`config.mk`:
```
export PLATFORM = sky130hd
export DESIGN_NAME = addsub_sat_pipe
export DESIGN_NICKNAME = d
export VERILOG_FILES = /design/src/rtl/addsub_pkg.sv /design/src/rtl/addsub_lane.sv /design/src/rtl/addsub_sat_pipe.sv
export SDC_FILE = /design/constraint.sdc
export NUM_CORES = 1
export LEC_CHECK = 0
export ABC_AREA = 0
export BUFFER_PORTS_ARGS = -buffer_cell sky130_fd_sc_hd__buf_2
export CORE_ASPECT_RATIO = 0.9
export CORE_MARGIN = 5
export CORE_UTILIZATION = 60
export CTS_BUF_LIST = sky130_fd_sc_hd__clkbuf_4
export DETAILED_ROUTE_END_ITERATION = 7
export PLACE_DENSITY = 0.92
export SLEW_MARGIN = 20
export SYNTH_ARGS = -nofsm -noshare
export SYNTH_HDL_FRONTEND = slang
export SYNTH_SLANG_ARGS = --single-unit
```
`constraint.sdc`:
```
create_clock -name clk -period 5.16 [get_ports clk]
set_clock_uncertainty 0.2 [all_clocks]
set_input_delay 0.774 -clock clk [delete_from_list [all_inputs] [get_ports clk]]
set_output_delay 0.774 -clock clk [all_outputs]
set_load 0.02 [all_outputs]
```
`src/rtl/addsub_pkg.sv`:
```
// Shared definitions for the saturating add/subtract pipeline: op encodings and
// the signed clamp bounds for a given result width.
package addsub_pkg;

  typedef enum logic [1:0] {
    OP_SUB     = 2'b00,
    OP_ADD     = 2'b01,
    OP_RSUB    = 2'b10,
    OP_ABSDIFF = 2'b11
  } op_e;

  function automatic int sat_max(int dwidth);
    return (1 << (dwidth - 1)) - 1;
  endfunction

  function automatic int sat_min(int dwidth);
    return -(1 << (dwidth - 1));
  endfunction

endpackage

```
`src/rtl/addsub_lane.sv`:
```
// One lane of the add/subtract unit: raw DWIDTH+1-bit arithmetic feeding stage 1,
// and abs/overflow/clamp logic operating on the stage-1 registered result.
module addsub_lane import addsub_pkg::*; #(
  parameter int DWIDTH = 16,
  parameter bit SAT_EN = 1'b1
) (
  input  logic [1:0]        op,
  input  logic [DWIDTH-1:0] a,
  input  logic [DWIDTH-1:0] b,
  output logic [DWIDTH:0]   raw,
  input  logic [1:0]        op_s1,
  input  logic [DWIDTH:0]   raw_s1,
  output logic [DWIDTH-1:0] res,
  output logic              ovf
);

  localparam logic signed [DWIDTH:0] MAX_V = (DWIDTH + 1)'(sat_max(DWIDTH));
  localparam logic signed [DWIDTH:0] MIN_V = (DWIDTH + 1)'(sat_min(DWIDTH));

  logic signed [DWIDTH:0] ax;
  logic signed [DWIDTH:0] bx;
  logic signed [DWIDTH:0] mag;

  assign ax = {a[DWIDTH-1], a};
  assign bx = {b[DWIDTH-1], b};

  // ABSDIFF leaves stage 1 as a plain a-b; the magnitude is taken after the register.
  always_comb begin
    case (op)
      OP_ADD:  raw = ax + bx;
      OP_RSUB: raw = bx - ax;
      default: raw = ax - bx;
    endcase
  end

  // |a-b| of two DWIDTH-bit values is at most 2^DWIDTH-1, so it still fits DWIDTH+1 bits.
  always_comb begin
    mag = raw_s1;
    if (op_s1 == OP_ABSDIFF && raw_s1[DWIDTH]) begin
      mag = -raw_s1;
    end
    ovf = (mag > MAX_V) || (mag < MIN_V);
    res = mag[DWIDTH-1:0];
    if (SAT_EN) begin
      if (mag > MAX_V) begin
        res = MAX_V[DWIDTH-1:0];
      end else if (mag < MIN_V) begin
        res = MIN_V[DWIDTH-1:0];
      end
    end
  end

endmodule

```
`src/rtl/addsub_sat_pipe.sv`:
```
// Multi-lane pipelined signed add/subtract with saturation: stage 1 holds raw sums,
// stage 2 the clamped results; valid/ready handshake on both sides, sticky overflow flags.
module addsub_sat_pipe import addsub_pkg::*; #(
  parameter int DWIDTH = 16,
  parameter int LANES  = 4,
  parameter bit SAT_EN = 1'b1
) (
  input  logic                    clk,
  input  logic                    rst,
  input  logic                    in_valid,
  output logic                    in_ready,
  input  logic [1:0]              op,
  input  logic [LANES*DWIDTH-1:0] a,
  input  logic [LANES*DWIDTH-1:0] b,
  output logic                    out_valid,
  input  logic                    out_ready,
  output logic [LANES*DWIDTH-1:0] c,
  output logic [LANES-1:0]        ovf,
  output logic [LANES-1:0]        ovf_sticky,
  input  logic                    clr_ovf
);

  localparam int RW = DWIDTH + 1;

  logic                    s1_full_reg;
  logic [1:0]              s1_op_reg;
  logic [LANES*RW-1:0]     s1_raw_reg;
  logic                    s2_full_reg;
  logic [LANES*DWIDTH-1:0] c_reg;
  logic [LANES-1:0]        ovf_reg;
  logic [LANES-1:0]        sticky_reg;

  logic [LANES*RW-1:0]     lane_raw;
  logic [LANES*DWIDTH-1:0] lane_res;
  logic [LANES-1:0]        lane_ovf;

  logic s2_load;
  logic s1_move;
  logic s1_load;
  logic in_fire;

  genvar gi;
  generate
    for (gi = 0; gi < LANES; gi++) begin : g_lane
      addsub_lane #(
        .DWIDTH(DWIDTH),
        .SAT_EN(SAT_EN)
      ) u_lane (
        .op    (op),
        .a     (a[gi*DWIDTH +: DWIDTH]),
        .b     (b[gi*DWIDTH +: DWIDTH]),
        .raw   (lane_raw[gi*RW +: RW]),
        .op_s1 (s1_op_reg),
        .raw_s1(s1_raw_reg[gi*RW +: RW]),
        .res   (lane_res[gi*DWIDTH +: DWIDTH]),
        .ovf   (lane_ovf[gi])
      );
    end
  endgenerate

  // A stage may load when it is empty or its current contents leave this cycle.
  assign s2_load  = ~s2_full_reg | out_ready;
  assign s1_move  = s1_full_reg & s2_load;
  assign s1_load  = ~s1_full_reg | s1_move;
  assign in_ready = ~rst & s1_load;
  assign in_fire  = in_valid & in_ready;

  always_ff @(posedge clk) begin
    if (rst) begin
      s1_full_reg <= 1'b0;
      s1_op_reg   <= '0;
      s1_raw_reg  <= '0;
      s2_full_reg <= 1'b0;
      c_reg       <= '0;
      ovf_reg     <= '0;
      sticky_reg  <= '0;
    end else begin
      if (s1_load) begin
        s1_full_reg <= in_fire;
        if (in_fire) begin
          s1_op_reg  <= op;
          s1_raw_reg <= lane_raw;
        end
      end
      if (s2_load) begin
        s2_full_reg <= s1_full_reg;
        if (s1_full_reg) begin
          c_reg   <= lane_res;
          ovf_reg <= lane_ovf;
        end
      end
      // A new overflow arriving in the same cycle as a clear takes precedence.
      sticky_reg <= (clr_ovf ? '0 : sticky_reg) | (s1_move ? lane_ovf : '0);
    end
  end

  assign out_valid  = s2_full_reg;
  assign c          = c_reg;
  assign ovf        = ovf_reg;
  assign ovf_sticky = sticky_reg;

endmodule
```
==> qor.yml <==
final_layout:
  n_antenna_cell: 0
  fillers: 1922
  layout.nets: 2326
  register_area_um2: 2880
  multi_input_area_um2: 10500
  post-route-util_pct: 67.1
  final_area_um2: 15600
  drive_gt1_share_pct: 14.2
  largest_reg_flops: 68
  layout_commonest_cell: "buf_2"
  areaGrowthSynthToFinish_pct: 10.6
  final_cell_mix: "208 x buf_2, 196 x a21oi_1, 180 x nor2_1"
synth:
  syn_avg_cell_area_um2: 7.50
  synth_edf_count: 0
  synth_nets: 2159
  ys_ff_latch: 144
  synth_seq_area_share_pct: 20.5
  yosys_warnings: 0
  synth_cell_types: 82
  synth-async-reset-ratio_pct: 0
  synthCells: 1879
  synth_ff_type: "dfxtp_1"
  synth_area_um2: 14100
setup_path:
  cp-end-kind: "flop"
  crit_fanout: 51
  critPathArrivalTime_ps: 4180
  worstSetupPathType: "input pin to flop"
  worstPathRequired_ps: 5470
  crit_path_start_kind: "input pin"
timing:
  fmax_mhz: 259
  finalMaxSlewViolations: 0
  layout_setup_ws_ps: 1290
  tightest_slew_ps: 988
  finalSetupTns_ps: 0
  max_slew_margin_pct: 34.0
  hold_violations: 0
  setup_viol: 0
  period_minus_slack_ps: 3870
  rsz0062_at_grt: "false"
  finalCritPeriodShare_pct: 74.9
clock_network:
  cts-hold-fix-buffers: 0
  cts.sinks: 144
  post_cts_buffers: 0
  tritoncts: "done"
  clk_pin_slew_ps: 120
  root_buffer: "clkbuf_4"
  htreeDepth: 4
  cts_resized: 0
  cts_buffers: 17
  clock_latency_ps: 560
  clockBufferDepth: 2
detailed_routing:
  wl_per_cell_um: 17.3
  drt_pass1_iterations: 7
  wl_um: 40900
  drtIter0Drc: 1586
  vias_per_cell: 6.17
  drc: 0
  dr_total_vias: 14567
  drtAntennaViolNets: 0
place:
  gp_congestion: 0.952
  post_dp_cell_area_um2: 15300
  port_buffers: 208
  preCtsSetupSlack_ps: 803
  dp_hpwl_um: 32500
job:
  maxCapViolCount: 0
power:
  vdd_drop_max_v: 0.000184
  leakage_uw: 0.00690
  power_density_nw_per_um2: 250
die:
  rows: 53
  die_x_um: 172
  core_um2: 23200
  die_area_um2: 26600
  ioPinCount: 209
  initial_core_util_pct: 60.7
  die_height_um: 155
grt:
  grt_pass1_vias: 13629
  grt-ovfl-total: 0
  antenna_found_initial: 0
  grtUsageTotal_pct: 30.0
  grt_start_max_net_pins: 58
  grt_pass1_wl_um: 66700
status:
  status: "finished, final reports clean"
min_path:
  holdCritPathClass: "input pin to flop"
-- worst max-delay path: stages --
cell and delay [ps]:
buf_2 90, inv_1 70, ha_2 440, buf_12 290
mux2i_1 360, ha_1 290, nor2b_1 150, o31ai_1 460
a21o_1 210, o31a_1 170, o21ai_1 130, a2111oi_0 420
a41o_1 150, a221o_1 130
-- cell families (layout without fill, tap and decap cells) --
group           after synthesis  in the layout  share of synthesized area (%)
xor+xnor                    203            203                           12.7
mux                          11             11                          0.817
buf+inv                     200            379                           5.49
compound gates              621            621                           27.1
flops                       144            144                           20.5
fa+ha+maj                   160            160                           14.4
simple gates                540            540                           19.0
-- layer usage --
| layer | vias to the layer above | track usage (%) | routed length, µm |
|---|---|---|---|
| met5 | - | 0 | 0 |
| met1 | 6728 | 44.8 | 18900 |
| li1 | 7097 | - | - |
| met4 | 0 | 6.00 | 418 |
| met3 | 43 | 4.95 | 4180 |
| met2 | 699 | 45.6 | 17400 |
-- per-stage QoR --
step,instances,power (µW),hold slack (ps)
2_1_floorplan,1879,2730,255
3_3_place_gp,2329,3170,228
3_5_place_dp,2329,3240,241
4_1_cts,2360,3860,223
5_1_grt,2360,4160,228
6_report,2360,3900,258
-- synth_stat cells, drive strengths merged, types with 17 or more instances --
| library cell | count | area [µm²] |
|---|---|---|
| nor2b | 21 | 131 |
| inv | 126 | 473 |
| a21oi | 198 | 998 |
| nand3 | 46 | 230 |
| nand2 | 117 | 439 |
| clkbuf | 56 | 210 |
| a31oi | 27 | 169 |
| o31ai | 17 | 128 |
| xor2 | 60 | 526 |
| xnor2 | 143 | 1260 |
| a22oi | 17 | 128 |
| nand2b | 25 | 156 |
| o21a | 22 | 165 |
| nor2 | 181 | 679 |
| a211oi | 43 | 328 |
| ha | 137 | 1710 |
| o21ai | 179 | 896 |
| buf | 18 | 90.1 |
| a21o | 30 | 225 |
| dfxtp | 144 | 2880 |
| nor3 | 49 | 260 |
| o211ai | 28 | 210 |
-- area by class of cell --
cell class                      count  share of cell area [%]
Multi-Input combinational cell   1535                    67.1
Sequential cell                   144                    18.5
Timing Repair Buffer              222                    7.44
Inverter                          126                    3.04
Tap cell                          302                    2.43
Clock buffer                       17                   0.819
Clock inverter                     14                   0.650
-- worst paths after layout --
path	endpoint	slack, ps	start	cells past startpoint
worst max-delay path	s1_raw_reg[32]	1290	op[0]	14
worst min-delay path	s1_full_reg	260	in_valid	3
worst max register to register	ovf[2]	2070	s1_op_reg[0]	7
worst min register to register	ovf[0]	270	ovf[0]	1
-- power breakdown --
part           internal (µW)  total, µW  switching, µW
clock network            223        632            408
registers               1240       1400            156
logic                    769       1870           1100
total                   2230       3900           1670
No activity file was read; power rests on OpenSTA's default activity.
